<file path="src/rtl/tick_serial_tx_pkg.sv">
// rtl/tick_serial_tx_pkg.sv - shared state encoding and sizing helpers for the serial transmitter
package tick_serial_tx_pkg;

  typedef enum logic [1:0] {
    ST_IDLE  = 2'b00,
    ST_START = 2'b01,
    ST_SHIFT = 2'b10,
    ST_STOP  = 2'b11
  } state_e;

  localparam logic SOUT_IDLE = 1'b1;
  localparam logic SOUT_START = 1'b0;
  localparam logic SOUT_STOP = 1'b1;

  // Index width for a WIDTH-bit frame; at least one bit so WIDTH=1 still elaborates.
  function automatic int idx_width(input int w);
    return (w > 1) ? $clog2(w) : 1;
  endfunction

endpackage

</file>
<file path="src/rtl/dflipflop.sv">
// rtl/dflipflop.sv - single D flip-flop with synchronous active-high reset to a chosen value
module dflipflop #(
  parameter logic RST_VAL = 1'b0
) (
  input  logic clk,
  input  logic reset_in,
  input  logic d,
  output logic q
);

  always_ff @(posedge clk) begin
    if (reset_in) begin
      q <= RST_VAL;
    end else begin
      q <= d;
    end
  end

endmodule

</file>
<file path="src/rtl/piso_shift_reg.sv">
// rtl/piso_shift_reg.sv - parallel-load, LSB-first shift register feeding the serial line
module piso_shift_reg #(
  parameter int WIDTH = 8
) (
  input  logic             clk,
  input  logic             reset_in,
  input  logic             load,
  input  logic             shift,
  input  logic [WIDTH-1:0] d,
  output logic             q_lsb
);

  logic [WIDTH-1:0] sr_q;
  logic [WIDTH-1:0] sr_d;

  always_comb begin
    sr_d = sr_q;
    if (load) begin
      sr_d = d;
    end else if (shift) begin
      sr_d = sr_q >> 1;
    end
  end

  always_ff @(posedge clk) begin
    if (reset_in) begin
      sr_q <= '0;
    end else begin
      sr_q <= sr_d;
    end
  end

  assign q_lsb = sr_q[0];

endmodule

</file>
<file path="src/rtl/tick_serial_tx.sv">
// rtl/tick_serial_tx.sv - tick-paced serial transmitter: start bit, WIDTH data bits LSB first, stop bit
module tick_serial_tx
  import tick_serial_tx_pkg::*;
#(
  parameter int WIDTH = 8
) (
  input  logic             clk,
  input  logic             reset_in,
  input  logic             tick,
  output logic             tick_clr,
  input  logic [WIDTH-1:0] data_in,
  input  logic             valid,
  output logic             ready,
  output logic             sout,
  output logic             tx_done
);

  localparam int IW = idx_width(WIDTH);
  localparam logic [IW-1:0] LAST_IDX = IW'(WIDTH - 1);

  logic [1:0]    state_bits_q;
  logic [1:0]    state_bits_d;
  state_e        state_q;
  state_e        state_d;
  logic [IW-1:0] idx_q;
  logic [IW-1:0] idx_d;
  logic          sout_q;
  logic          sout_d;
  logic          ready_q;
  logic          ready_d;
  logic          tx_done_q;
  logic          tx_done_d;
  logic          tick_clr_q;
  logic          tick_clr_d;
  logic          load;
  logic          shift;
  logic          q_lsb;
  logic          tick_ok;
  logic          accept;

  for (genvar i = 0; i < 2; i++) begin : g_state_ff
    dflipflop #(.RST_VAL(1'b0)) u_state_ff (
      .clk      (clk),
      .reset_in (reset_in),
      .d        (state_bits_d[i]),
      .q        (state_bits_q[i])
    );
  end

  assign state_q      = state_e'(state_bits_q);
  assign state_bits_d = state_d;

  piso_shift_reg #(.WIDTH(WIDTH)) u_piso (
    .clk      (clk),
    .reset_in (reset_in),
    .load     (load),
    .shift    (shift),
    .d        (data_in),
    .q_lsb    (q_lsb)
  );

  // The tick seen while the upstream counter is being cleared is stale timing.
  assign tick_ok = tick & ~tick_clr_q;
  assign accept  = valid & ready_q;

  always_comb begin
    state_d    = state_q;
    idx_d      = idx_q;
    sout_d     = sout_q;
    tx_done_d  = 1'b0;
    tick_clr_d = 1'b0;
    load       = 1'b0;
    shift      = 1'b0;
    unique case (state_q)
      ST_IDLE: begin
        sout_d = SOUT_IDLE;
        if (accept) begin
          load       = 1'b1;
          idx_d      = '0;
          state_d    = ST_START;
          sout_d     = SOUT_START;
          tick_clr_d = 1'b1;
        end
      end
      ST_START: begin
        if (tick_ok) begin
          state_d = ST_SHIFT;
          sout_d  = q_lsb;
          shift   = 1'b1;
        end
      end
      ST_SHIFT: begin
        if (tick_ok) begin
          if (idx_q == LAST_IDX) begin
            state_d = ST_STOP;
            sout_d  = SOUT_STOP;
          end else begin
            idx_d  = idx_q + IW'(1);
            sout_d = q_lsb;
            shift  = 1'b1;
          end
        end
      end
      ST_STOP: begin
        if (tick_ok) begin
          state_d   = ST_IDLE;
          sout_d    = SOUT_IDLE;
          tx_done_d = 1'b1;
        end
      end
      default: begin
        state_d = ST_IDLE;
        sout_d  = SOUT_IDLE;
      end
    endcase
    ready_d = (state_d == ST_IDLE);
  end

  always_ff @(posedge clk) begin
    if (reset_in) begin
      idx_q      <= '0;
      sout_q     <= SOUT_IDLE;
      ready_q    <= 1'b1;
      tx_done_q  <= 1'b0;
      tick_clr_q <= 1'b0;
    end else begin
      idx_q      <= idx_d;
      sout_q     <= sout_d;
      ready_q    <= ready_d;
      tx_done_q  <= tx_done_d;
      tick_clr_q <= tick_clr_d;
    end
  end

  assign sout     = sout_q;
  assign ready    = ready_q;
  assign tx_done  = tx_done_q;
  assign tick_clr = tick_clr_q;

endmodule

</file>
<file path="config.mk">
export PLATFORM = sky130hd
export DESIGN_NAME = tick_serial_tx
export DESIGN_NICKNAME = d
export VERILOG_FILES = /design/src/rtl/tick_serial_tx_pkg.sv /design/src/rtl/dflipflop.sv /design/src/rtl/piso_shift_reg.sv /design/src/rtl/tick_serial_tx.sv
export SDC_FILE = /design/constraint.sdc
export NUM_CORES = 1
export LEC_CHECK = 0
export ABC_AREA = 0
export CELL_PAD_IN_SITES_DETAIL_PLACEMENT = 0
export CELL_PAD_IN_SITES_GLOBAL_PLACEMENT = 1
export CORE_MARGIN = 1
export CORE_UTILIZATION = 40
export CTS_BUF_LIST = sky130_fd_sc_hd__clkbuf_2 sky130_fd_sc_hd__clkbuf_4 sky130_fd_sc_hd__clkbuf_8
export DETAILED_ROUTE_END_ITERATION = 10
export PLACE_DENSITY_LB_ADDON = 0.1
export SKIP_CTS_REPAIR_TIMING = 1
export SYNTH_ARGS = -nofsm -noshare
export SYNTH_HDL_FRONTEND = slang
export SYNTH_SLANG_ARGS = --single-unit
</file>
<file path="constraint.sdc">
create_clock -name clk -period 2.19 [get_ports clk]
set_input_delay 0.219 -clock clk [delete_from_list [all_inputs] [get_ports clk]]
set_output_delay 0.219 -clock clk [all_outputs]
set_load 0.01 [all_outputs]
</file>
; Word-level counts from Yosys, hierarchy flattened
; Cells that the tools add are included.
; Widths: inputs -> output; s select.
[classes]
n_addsub = 1
mux = 24
eq_ne = 9
n_reduce_logical = 7
bitwise_logic = 4
[ops]
columns = operator, count
row1 = $mux 8, 2
row2 = $mux 1, 10
row3 = $mux 2, 5
row4 = $ne 2x2->1 const B, 5
row5 = $mux 3, 3
row6 = $pmux 2 s4, 1
row7 = $pmux 3 s2, 1
row8 = $eq 2x2->1 const B, 2
row9 = $logic_not 2->1, 2
row10 = $pmux 1 s4, 1
row11 = $reduce_and 4->1, 1
row12 = $reduce_bool 2->1, 2
row13 = $add 3x1->3 const B, 1
row14 = $eq 3x3->1 const B, 1
row15 = $reduce_and 3->1, 1
row16 = $and 1x1->1, 2
row17 = $eq 2x1->1 const B, 1
row18 = $not 1->1, 2
row19 = $pmux 1 s2, 1
row20 = $reduce_or 2->1, 1
[word_totals]
input_bits = 12
ff_bits = 17

; Depth between registers and ports, before layout
; Gate-level depths: netlist (run 1).
[logic_depth]
ltp_word = 6
mapped_depth = 7
mapped_depth_nobuf = 6

; Modules after synthesis
; From an unflattened synthesis (run 1), not the netlist that was laid out.
[unflattened]
hier_cells = 95
hier_area_um2 = 900.9
[modules_own_cells]
columns = module, cells_each, area_per_inst_um2, n_inst
row1 = tick_serial_tx, 56, 464.2, 1
row2 = piso_shift_reg, 35, 369.1, 1
row3 = dflipflop, 2, 33.8, 2

; Worst setup path before layout (run 1)
; No wires, ideal clock.
[synth_path]
path_kind = reg-to-reg
startpoint = register idx_q[0]
endpoint = register idx_q[2]
setup_ns = 0.116
path_stages_with_launch = 7
setup_slack_ns = 0.525
synth_period_minus_slack_ns = 1.665
n_path_buf = 0
arrival_time_ns = 1.548
cell_sequence = dfxtp_1 ha_1 ha_1 or3b_1 a22oi_4 nor3b_1 a41o_1
[synth_between]
elab_chain_len = 4
word_cells_on_any_way = 7
classes_between = add/sub: 1 / eq/ne: 2 / mux: 3 / reduce/logical: 1
[synth_lines]
columns = item, line
row1 = "start, declared", tick_serial_tx.sv:25  ; logic [IW-1:0] idx_q;
row2 = "start signal, assigned", tick_serial_tx.sv:127  ; idx_q <= idx_d;
row3 = $add 3x1->3, tick_serial_tx.sv:98  ; idx_d = idx_q + IW'(1);
row4 = $mux 3, tick_serial_tx.sv:94  ; if (idx_q == LAST_IDX) begin
row5 = $mux 3, tick_serial_tx.sv:93  ; if (tick_ok) begin
row6 = $pmux 3 s2, tick_serial_tx.sv:74  ; unique case (state_q)
; Several ways; a longest one is shown, not always the timed one. The select of a mux whose other input is x is not followed.
; A chain may end at the register's enable or synchronous reset.

; Worst setup path in the final report (run 1)
[layout_path]
startpoint = register g_state_ff[0].u_state_ff.q
endpoint = register u_piso.sr_q[2]
[layout_between]
elab_chain_len = 3
word_cells_on_any_way = 7
classes_between = eq/ne: 2 / mux: 3 / reduce/logical: 2
[layout_lines]
columns = item, line
row1 = "start, declared", dflipflop.sv:8  ; output logic q
row2 = "start signal, assigned", dflipflop.sv:13  ; q <= RST_VAL;
row3 = "start signal, assigned", dflipflop.sv:15  ; q <= d;
row4 = $eq 2x2->1 (tied with other cells), tick_serial_tx.sv:74
row5 = $pmux 1 s2 / $mux 1 (equally long branches), --
row6 = $reduce_bool 2->1 (no source line) / $mux 8 (equally long branches), --
row7 = "end signal, assigned", piso_shift_reg.sv:29  ; sr_q <= sr_d;
row8 = "end, declared", piso_shift_reg.sv:13  ; logic [WIDTH-1:0] sr_q;
; Several ways; a longest one is shown, not always the timed one.

==> run summary, run 1 <==
### Clock network
- 0.29 ns — clk_lat worst skew
- 3 — clock buffer count from CTS
- yes — clock tree from TritonCTS
- 0.10 ns — Worst-path clk slew
- 17 — clock net sink count
- 1 — H-tree levels
- sky130_fd_sc_hd__clkbuf_4 — Root Driver
- 2 — Longest Clk Path Bufs

### Cells and area
- 0 — Antenna diodes
- 498.0 sq um — total area of multi-input combinational cells
- 1080 sq um — area of all placed cells without fillers
- 23.82% — layout overhead on the synthesized area
- 340.3 sq um — combined flip-flop and latch cell area
- 127 — number of nets in the layout
- 0.09259 — fraction of layout instances using a drive strength above 1
- 193 — total of fill cells in the finished design
- 135 — count of non-filler cells in the finished layout

### Pwr
- 833.6 nW/um^2 — power density over cell area
- 0.5039 nW — reported leakage power
- 400.3 uV — largest voltage drop on the vdd net

### Placement
- 15 — IO Port Bufs
- 131 — number of cells after detailed placement
- 1052 sq um — area of placed instances
- 0.7713 — Final Wtd Congestion
- 1.325 mm — placed wire-length estimate after detailed placement

### Timing
- 507.5 MHz — maximum clock rate
- 0.6765 — worst relative slew slack
- 0 ns — Setup TNS Final
- no — RSZ-0062 raised after global routing
- 0.4852 ns — Worst-Margin Slew
- 1.970 ns — final worst path period need
- 0.002917 ns — final worst clock skew
- 0.8997 — fraction of the cycle the final worst path needs
- 0 — final setup violating endpoints
- 0 — final hold vios
- 0 — count of final max-slew check failures

### Synthesis
- 109 — post-synth net total
- sky130_fd_sc_hd__dfxtp_1 — prevailing post-synth register cell
- 91 — number of instances in the synthesized netlist
- 0 — count of flip-flops with a built-in enable after synthesis
- 872.1 sq um — Cell Area, Synth
- sky130_fd_sc_hd__dfxtp_1 — leading area contributor after synthesis
- 9.583 sq um — mean cell area of the mapped netlist
- 0.3902 — post-synth top area share
- 17 — number of register bits inferred by synthesis
- 28 — Synth cell types
- 0.3902 — part of the Yosys area used for sequential elements
- sky130_fd_sc_hd__dfxtp_1, sky130_fd_sc_hd__mux2i_1, sky130_fd_sc_hd__ha_1 — Area contributors post-synth
- 0 — share of flip-flops with an asynchronous set or reset after synthesis
- 0 — synth warn

### Global route
- 2.925 mm — wire length of the first global-routing pass
- 18 — pin count of the biggest net entering global routing
- 641 — via count of the first global-routing pass
- 0 — number of antenna violations at the first check in global routing
- 0.1626 — GRT Resource Usage Total
- 0 — overflow left after global routing

### Worst hold path
- 2 — instance count along the most critical hold path
- register to register — Min-Delay Path Class

### Detailed routing
- 0 — number of antenna-violating nets in the routed design
- 5.304 — mean number of vias per cell
- 1.792 mm — WL final
- 4 — Initial DRT Pass Iterations
- 716 — detailed-route via count
- 13.27 um — detailed-route wire length per cell
- 15 — number of violations reported at the end of detailed-routing iteration 0
- 0 — DRC errors left

### Job
- 0 — Max-Cap Viols

### Critical path
- 12 — Crit Path Max Fanout
- register — Worst setup EP type
- 6 — depth of the worst register-to-register path
- 0.22 ns — flop-to-flop setup slack
- register — category of the worst setup path launch point
- 2.18 ns — arrival time at the worst endpoint
- 2.40 ns — required time of the critical path
- register to register — classification of the worst setup path

### Floorplanning
- 16 — std cell rows
- 48.69 um — die extent in x
- 0.4356 — starting density of the core
- 16 — count of boundary I/O pins
- 48.69 um — die height
- 2371 sq um — overall die area
- 2002 sq um — Core ar.

### Status
- completed — run status

## cell usage after synthesis (3+ instances only)
cell type                  instances
sky130_fd_sc_hd__a211oi_1          5
sky130_fd_sc_hd__inv_1             4
sky130_fd_sc_hd__mux2i_1           8
sky130_fd_sc_hd__nor2b_1           4
sky130_fd_sc_hd__buf_2             3
sky130_fd_sc_hd__ha_1              6
sky130_fd_sc_hd__o21ai_0           3
sky130_fd_sc_hd__dfxtp_1          17
sky130_fd_sc_hd__nor2_1           11
sky130_fd_sc_hd__a21oi_1           6
## routing by layer
metal  track usage  part of all wire  up-vias  wire length (um)
met4       0.04412            0.0073        0                13
met2        0.2546              0.44       18               797
met1        0.2089              0.50      331               899
met5             0                 0        -                 0
li1              -                 -      365                 -
met3       0.05975             0.045        2                81
## state kept, by name (all words and copies together) (netlist names)
name,cells
ready,1
idx_q,3
tick_clr,1
u_piso.sr_q,8
g_state_ff.u_state_ff.q,2
tx_done,1
sout,1
## metrics by stage
stage	util	power (mW)	hold slack, ns	setup slack, ns
after floorplan	-	0.6275	0.3796	0.5253
after detailed placement	0.5256	0.7363	0.4679	0.2518
after global routing	0.5394	0.9647	0.4984	0.01480
final	0.5394	0.9001	0.4817	0.2197
after CTS	0.5394	0.9083	0.4830	0.2377
after global placement	0.5256	0.7294	0.4576	0.2932
## kinds of logic after synthesis
logic type,share of synthesized area
compound gates,0.2339
fa+ha+maj,0.08608
buf+inv,0.03872
flops,0.3902
mux,0.09183
simple gates,0.1593
## path summary, 6_finish.rpt
kind | from | to
max | g_state_ff[0].u_state_ff.q | u_piso.sr_q[2]
min reg2reg | u_piso.sr_q[7] | u_piso.sr_q[7]
max reg2reg | g_state_ff[0].u_state_ff.q | u_piso.sr_q[2]
min | u_piso.sr_q[7] | u_piso.sr_q[7]
## power by group
part           leakage [nW]  switching (mW)  internal, mW
Sequential            0.140          0.0422         0.367
Combinational         0.347           0.167         0.152
Clock                0.0177           0.104        0.0680
Total                 0.504           0.313         0.587
## cell type report
cell class              instances  area share
inverters                       4     0.01390
clock buffers                   3     0.02086
flip-flops and latches         17      0.3152
multi-input cells              66      0.4612
clock inverters                 1    0.004635
repair buffers                 17      0.1530
well taps                      27     0.03129
## cell usage in the layout, fill, tap and decap left out, types with 4 or more instances in the layout
master,n
sky130_fd_sc_hd__a211oi_1,5
sky130_fd_sc_hd__a21oi_1,6
sky130_fd_sc_hd__clkdlybuf4s50_1,15
sky130_fd_sc_hd__dfxtp_1,17
sky130_fd_sc_hd__ha_1,6
sky130_fd_sc_hd__inv_1,4
sky130_fd_sc_hd__mux2i_1,8
sky130_fd_sc_hd__nor2_1,11
sky130_fd_sc_hd__nor2b_1,4
## worst max-delay path: stages (launching register included)
cell and delay [ns]:
sky130_fd_sc_hd__dfxtp_1 0.44, sky130_fd_sc_hd__inv_1 0.11, sky130_fd_sc_hd__ha_1 0.38, sky130_fd_sc_hd__nor2b_1 0.23, sky130_fd_sc_hd__o211ai_4 0.34, sky130_fd_sc_hd__mux2i_1 0.15, sky130_fd_sc_hd__a211oi_1 0.24
No activity file was read; power rests on OpenSTA's default activity.
==> run 2: changes to the inputs <==
- CORE_UTILIZATION: 40 -> 48
- DONT_BUFFER_PORTS: not set -> 1
- clock period: 2.19 -> 1.9 ns (I/O delays scaled with it)
==> run 2 against run 1 <==
Compared with the run above:
- flip-flop and latch count did not move
- count of clock-buffer cells in the layout rose by 1
- non-clock buffer count fell by 13
- highest routed layer unchanged
==> run summary, run 2 (synthesis results as in run 1) <==
### Critical path
- sky130_fd_sc_hd__dfxtp_1 — Worst path slowest cell
- g_state_ff[0].u_state_ff.q — RR Startpoint
- 6 — depth of the worst register-to-register path
- 0.43 ns — worst stage delay on the critical path
- 8 — Crit Path Max Fanout
- register — category of the worst setup path launch point
- register to register — classification of the worst setup path
- 1 — number of buffer and inverter stages on the critical path
- 1.97 ns — arrival time at the worst endpoint
- u_piso.sr_q[2] — worst reg2reg path endpoint
- 0.15 ns — flop-to-flop setup slack
- inv_1 -> ha_1 -> nor2b_1 -> o211ai_4 -> mux2i_1 -> a211oi_1 — CP cell instances
- u_piso.sr_q[2] — capture point of the worst path
- 2.11 ns — required time of the critical path
- 6 — total stage count of the critical path
- compound AO/OA/AOI/OAI gates — top cell family by delay on the critical path
- g_state_ff[0].u_state_ff.q — start point of the critical path
- register — Worst setup EP type

### Cells and area
- 0 — Antenna diodes
- sky130_fd_sc_hd__dfxtp_1, sky130_fd_sc_hd__nor2_1, sky130_fd_sc_hd__mux2i_1 — most frequent cells in the layout
- 114 — number of nets in the layout
- 8.608% — layout overhead on the synthesized area
- 0.1158 — fraction of layout instances using a drive strength above 1
- sky130_fd_sc_hd__dfxtp_1 — commonest non-fill, non-tap cell in the layout
- u_piso.sr_q — Biggest register
- u_piso.sr_q x8, idx_q x3, g_state_ff.u_state_ff.q x2 — top flop regs
- 8 — flip-flop count of the largest register, all copies and words added

### Floorplanning
- 16 — count of boundary I/O pins
- 44.63 um — die height
- 1708 sq um — Core ar.
- 0.5106 — starting density of the core
- 15 — std cell rows
- 44.63 um — die extent in x
- 1991 sq um — overall die area

### Detailed routing
- 7 — number of violations reported at the end of detailed-routing iteration 0
- 5.742 — mean number of vias per cell
- met4 — top layer reached by signal wires
- 841 um — Routed met1 length
- 4 — Initial DRT Pass Iterations
- 14.25 um — detailed-route wire length per cell
- 1.710 mm — WL final
- 689 — detailed-route via count
- 75 um — Routed met3 length
- 756 um — Detail Route met2 WL
- 0 — DRC errors left
- 0 — number of antenna-violating nets in the routed design

### Timing
- 0 — final hold vios
- 570.6 MHz — maximum clock rate
- 0 ns — Setup TNS Final
- 0.9224 — fraction of the cycle the final worst path needs
- 0.4329 ns — Worst-Margin Slew
- 0.001937 ns — final worst clock skew
- 0 — final setup violating endpoints
- no — RSZ-0062 raised after global routing
- 0 — count of final max-slew check failures
- 1.753 ns — final worst path period need
- 0.7108 — worst relative slew slack
- 0.01993 ns — worst hold slack after final layout

### Worst hold path
- 1 — instance count along the most critical hold path
- primary input to register — Min-Delay Path Class

### Pwr
- 1059 nW/um^2 — power density over cell area
- 510.3 uV — largest voltage drop on the vdd net
- 0.4556 nW — reported leakage power

### Status
- completed — run status

### Global route
- 587 — via count of the first global-routing pass
- 15 — pin count of the biggest net entering global routing
- 0 — overflow left after global routing
- 2.573 mm — wire length of the first global-routing pass
- 0.1857 — GRT Resource Usage Total
- 0 — number of antenna violations at the first check in global routing

### Clock network
- sky130_fd_sc_hd__clkbuf_4 — Root Driver
- 1 — H-tree levels
- yes — clock tree from TritonCTS
- 17 — clock net sink count
- 0.10 ns — Worst-path clk slew
- 0.30 ns — clk_lat worst skew
- 2 — Longest Clk Path Bufs
- 3 — clock buffer count from CTS

### Placement
- 0.8277 — Final Wtd Congestion
- 0 — IO Port Bufs
- 1.198 mm — placed wire-length estimate after detailed placement

### Job
- 0 — Max-Cap Viols

run 2: cell count changes in the layout (fill, tap and decap cells not counted), sizes merged:
| cell | delta |
|---|---|
| clkinv | -1 |
| dlygate4sd3 | +1 |
| clkdlybuf4s50 | -15 |
| buf | +1 |
| clkbuf | +1 |
run 2: cell type report:
| type | instances | area [sq um] |
|---|---|---|
| sequential | 17 | 340.3 |
| multi-input combinational | 66 | 498.0 |
| tap | 25 | 31.28 |
| fill | 166 | 760.7 |
| inverter | 4 | 15.01 |
| clock buffer | 4 | 30.03 |
| timing repair buffer | 4 | 32.53 |
run 2: power by group:
group | total, mW | switching (mW) | leakage, nW | internal [mW]
registers | 0.482 | 0.0590 | 0.140 | 0.423
clock network | 0.215 | 0.119 | 0.0184 | 0.0961
logic | 0.306 | 0.170 | 0.298 | 0.136
run 2: worst register-to-register path: stages, from the launching register on:
cell	delay, ns
sky130_fd_sc_hd__dfxtp_1	0.43
sky130_fd_sc_hd__inv_1	0.12
sky130_fd_sc_hd__ha_1	0.22
sky130_fd_sc_hd__nor2b_1	0.16
sky130_fd_sc_hd__o211ai_4	0.36
sky130_fd_sc_hd__mux2i_1	0.14
sky130_fd_sc_hd__a211oi_1	0.24
run 2: through the flow:
stage	util	power [mW]	setup slack [ns]	cell area [sq um]	std cells
2_1_floorplan	-	0.7233	0.2353	872.1	91
5_1_grt	0.5546	1.071	0.06399	947.2	120
4_1_cts	0.5487	0.9987	0.1516	937.1	119
6_report	0.5546	1.004	0.1475	947.2	120
3_3_place_gp	0.5311	0.7845	0.2006	907.1	115
3_5_place_dp	0.5311	0.7902	0.1687	907.1	115
run 2: layer usage:
metal,vias to the layer above,track usage
met3,5,0.05714
met1,323,0.2300
met2,12,0.2824
met4,0,0.1091
met5,-,0
li1,349,-
run 2: how the worst min path moves through the flow:
stage,startpoint,endpoint,slack (ns)
2_1_floorplan,reset_in,sout,0.35
3_3_place_gp,reset_in,u_piso.sr_q[7],0.26
3_5_place_dp,reset_in,u_piso.sr_q[7],0.26
4_1_cts,reset_in,u_piso.sr_q[7],-0.05
5_1_grt,reset_in,g_state_ff[1].u_state_ff.q,0.01
6_report,reset_in,g_state_ff[1].u_state_ff.q,0.02
==> run 3: changes to the inputs <==
- CELL_PAD_IN_SITES_DETAIL_PLACEMENT: 0 -> not set
- CELL_PAD_IN_SITES_GLOBAL_PLACEMENT: 1 -> not set
- CORE_UTILIZATION: 48 -> 55
- PLACE_DENSITY: not set -> 0.7
- PLACE_DENSITY_LB_ADDON: 0.1 -> not set
==> run 3 against run 2 <==
Compared with the run above:
- the flow now finishes with violations (design-rule violations)
- critical path depth is the same
- total power is 3.2% lower
- design area is 2.2% lower
- flip-flop and latch count unchanged
- largest power group unchanged
==> run summary, run 3 (synthesis results as in run 1) <==
### Detailed routing
- 14.68 um — detailed-route wire length per cell
- 10 — number of violations reported at the end of detailed-routing iteration 0
- 1.615 mm — WL final
- 6.145 — mean number of vias per cell
- 7 — Initial DRT Pass Iterations
- 1 — DRC errors left
- 676 — detailed-route via count
- 0 — number of antenna-violating nets in the routed design

### Floorplanning
- 41.82 um — die extent in x
- 1749 sq um — overall die area
- 41.82 um — die height
- 0.5857 — starting density of the core
- 14 — std cell rows
- 16 — count of boundary I/O pins
- 1489 sq um — Core ar.

### Critical path
- ha_1 -> ha_1 -> or3b_1 -> a22oi_4 -> nor3b_1 -> a41o_1 — CP cell instances
- register — category of the worst setup path launch point
- 5 — Crit Path Max Fanout
- idx_q[1] — worst reg2reg path endpoint
- 0.43 ns — worst stage delay on the critical path
- 0 — number of buffer and inverter stages on the critical path
- sky130_fd_sc_hd__ha_1 — CP dominant cell by count
- 6 — total stage count of the critical path
- 0.13 ns — flop-to-flop setup slack
- idx_q[0] — RR Startpoint
- sky130_fd_sc_hd__or3b_1 — Worst path slowest cell
- 6 — depth of the worst register-to-register path
- 2.09 ns — required time of the critical path
- register — Worst setup EP type
- idx_q[1] — capture point of the worst path
- 1.96 ns — arrival time at the worst endpoint
- idx_q[0] — start point of the critical path
- simple AND/OR/NAND/NOR gates — top cell family by delay on the critical path
- register to register — classification of the worst setup path

### Cells and area
- 6.169% — layout overhead on the synthesized area
- 8 — flip-flop count of the largest register, all copies and words added
- 0 — Antenna diodes
- 0.1064 — fraction of layout instances using a drive strength above 1
- 925.9 sq um — area of all placed cells without fillers
- 0.6218 — final core utilization
- u_piso.sr_q — Biggest register
- 113 — number of nets in the layout
- u_piso.sr_q x8, idx_q x3, g_state_ff.u_state_ff.q x2 — top flop regs
- sky130_fd_sc_hd__dfxtp_1, sky130_fd_sc_hd__nor2_1, sky130_fd_sc_hd__mux2i_1 — most frequent cells in the layout
- sky130_fd_sc_hd__dfxtp_1 — commonest non-fill, non-tap cell in the layout

### Timing
- 0 ns — Setup TNS Final
- 0.7345 — worst relative slew slack
- 1.767 ns — final worst path period need
- 0.1326 ns — setup slack of the critical path after layout
- 0 — final setup violating endpoints
- 565.8 MHz — maximum clock rate
- no — RSZ-0062 raised after global routing
- 0.9302 — fraction of the cycle the final worst path needs
- 0.01143 ns — final worst clock skew
- 0.3974 ns — Worst-Margin Slew
- 0 — final hold vios
- 0 — count of final max-slew check failures

### Worst hold path
- primary input to register — Min-Delay Path Class

### Global route
- 18 — pin count of the biggest net entering global routing
- 2.490 mm — wire length of the first global-routing pass
- 0 — overflow left after global routing
- 0.1913 — GRT Resource Usage Total
- 585 — via count of the first global-routing pass
- 0 — number of antenna violations at the first check in global routing

### Clock network
- 3 — clock buffer count from CTS
- sky130_fd_sc_hd__clkbuf_4 — Root Driver
- 0.09 ns — Worst-path clk slew
- 0.30 ns — clk_lat worst skew
- 1 — H-tree levels
- 2 — Longest Clk Path Bufs
- yes — clock tree from TritonCTS
- 17 — clock net sink count

### Status
- finished, violations left — run status
- design-rule violations — failing checks

### Pwr
- 0.4504 nW — reported leakage power
- 0.9714 mW — Final Power
- 1049 nW/um^2 — power density over cell area
- 476.0 uV — largest voltage drop on the vdd net

### Placement
- 0 — IO Port Bufs
- 0.1465 ns — Post-Place Setup Slack
- 888.4 sq um — area of placed instances
- 1.174 mm — placed wire-length estimate after detailed placement
- 0.7597 — Final Wtd Congestion

### Job
- 0 — Max-Cap Viols

[run 3: cell types whose count changed in the layout (fill, tap and decap cells not counted)]
cell,change
sky130_fd_sc_hd__buf_4,-1
sky130_fd_sc_hd__clkinv_2,+1
sky130_fd_sc_hd__clkbuf_4,-1
[run 3: worst min-delay path by stage]
stage / startpoint / end / slack, ns / depth (start not counted)
global placement: reset_in / u_piso.sr_q[7] / 0.26 / 1
CTS: reset_in / u_piso.sr_q[7] / -0.06 / 1
global route: reset_in / g_state_ff[1].u_state_ff.q / 0.01 / 1
finish: reset_in / g_state_ff[1].u_state_ff.q / 0.03 / 1
floorplan: reset_in / sout / 0.35 / 2
detailed placement: reset_in / u_piso.sr_q[7] / 0.26 / 1
[run 3: worst reg2reg max path, cell delays in order, from the launching register on]
cell                      delay [ns]
sky130_fd_sc_hd__dfxtp_1        0.33
sky130_fd_sc_hd__ha_1           0.20
sky130_fd_sc_hd__ha_1           0.22
sky130_fd_sc_hd__or3b_1         0.43
sky130_fd_sc_hd__a22oi_4        0.21
sky130_fd_sc_hd__nor3b_1        0.09
sky130_fd_sc_hd__a41o_1         0.20
[run 3: per-layer routing]
layer / up-vias / track usage / routed length [um]
met5: - / 0 / 0
met4: 0 / 0.1161 / 32
met3: 5 / 0.03478 / 70
met2: 17 / 0.3281 / 770
met1: 314 / 0.2176 / 742
li1: 340 / - / -
[run 3: cell type report]
| type | instances | area, sq um |
|---|---|---|
| Tap cell | 16 | 20.02 |
| Clock inverter | 1 | 5.005 |
| Fill cell | 125 | 563.0 |
| Sequential cell | 17 | 340.3 |
| Inverter | 4 | 15.01 |
| Clock buffer | 3 | 22.52 |
| Multi-Input combinational cell | 66 | 498.0 |
| Timing Repair Buffer | 3 | 25.02 |
[run 3: per-stage QoR]
step	hold WS, ns	std cells
finish	0.02662	110
global route	0.01351	110
global placement	0.2636	105
CTS	-0.06257	109
detailed placement	0.2642	105
floorplan	0.3506	91
[run 3: report_power, final]
group | total (mW) | switching (mW) | leakage, nW | internal [mW]
clock | 0.195 | 0.116 | 0.0177 | 0.0784
sequential | 0.482 | 0.0587 | 0.140 | 0.423
combinational | 0.295 | 0.168 | 0.293 | 0.127
total | 0.971 | 0.343 | 0.450 | 0.629
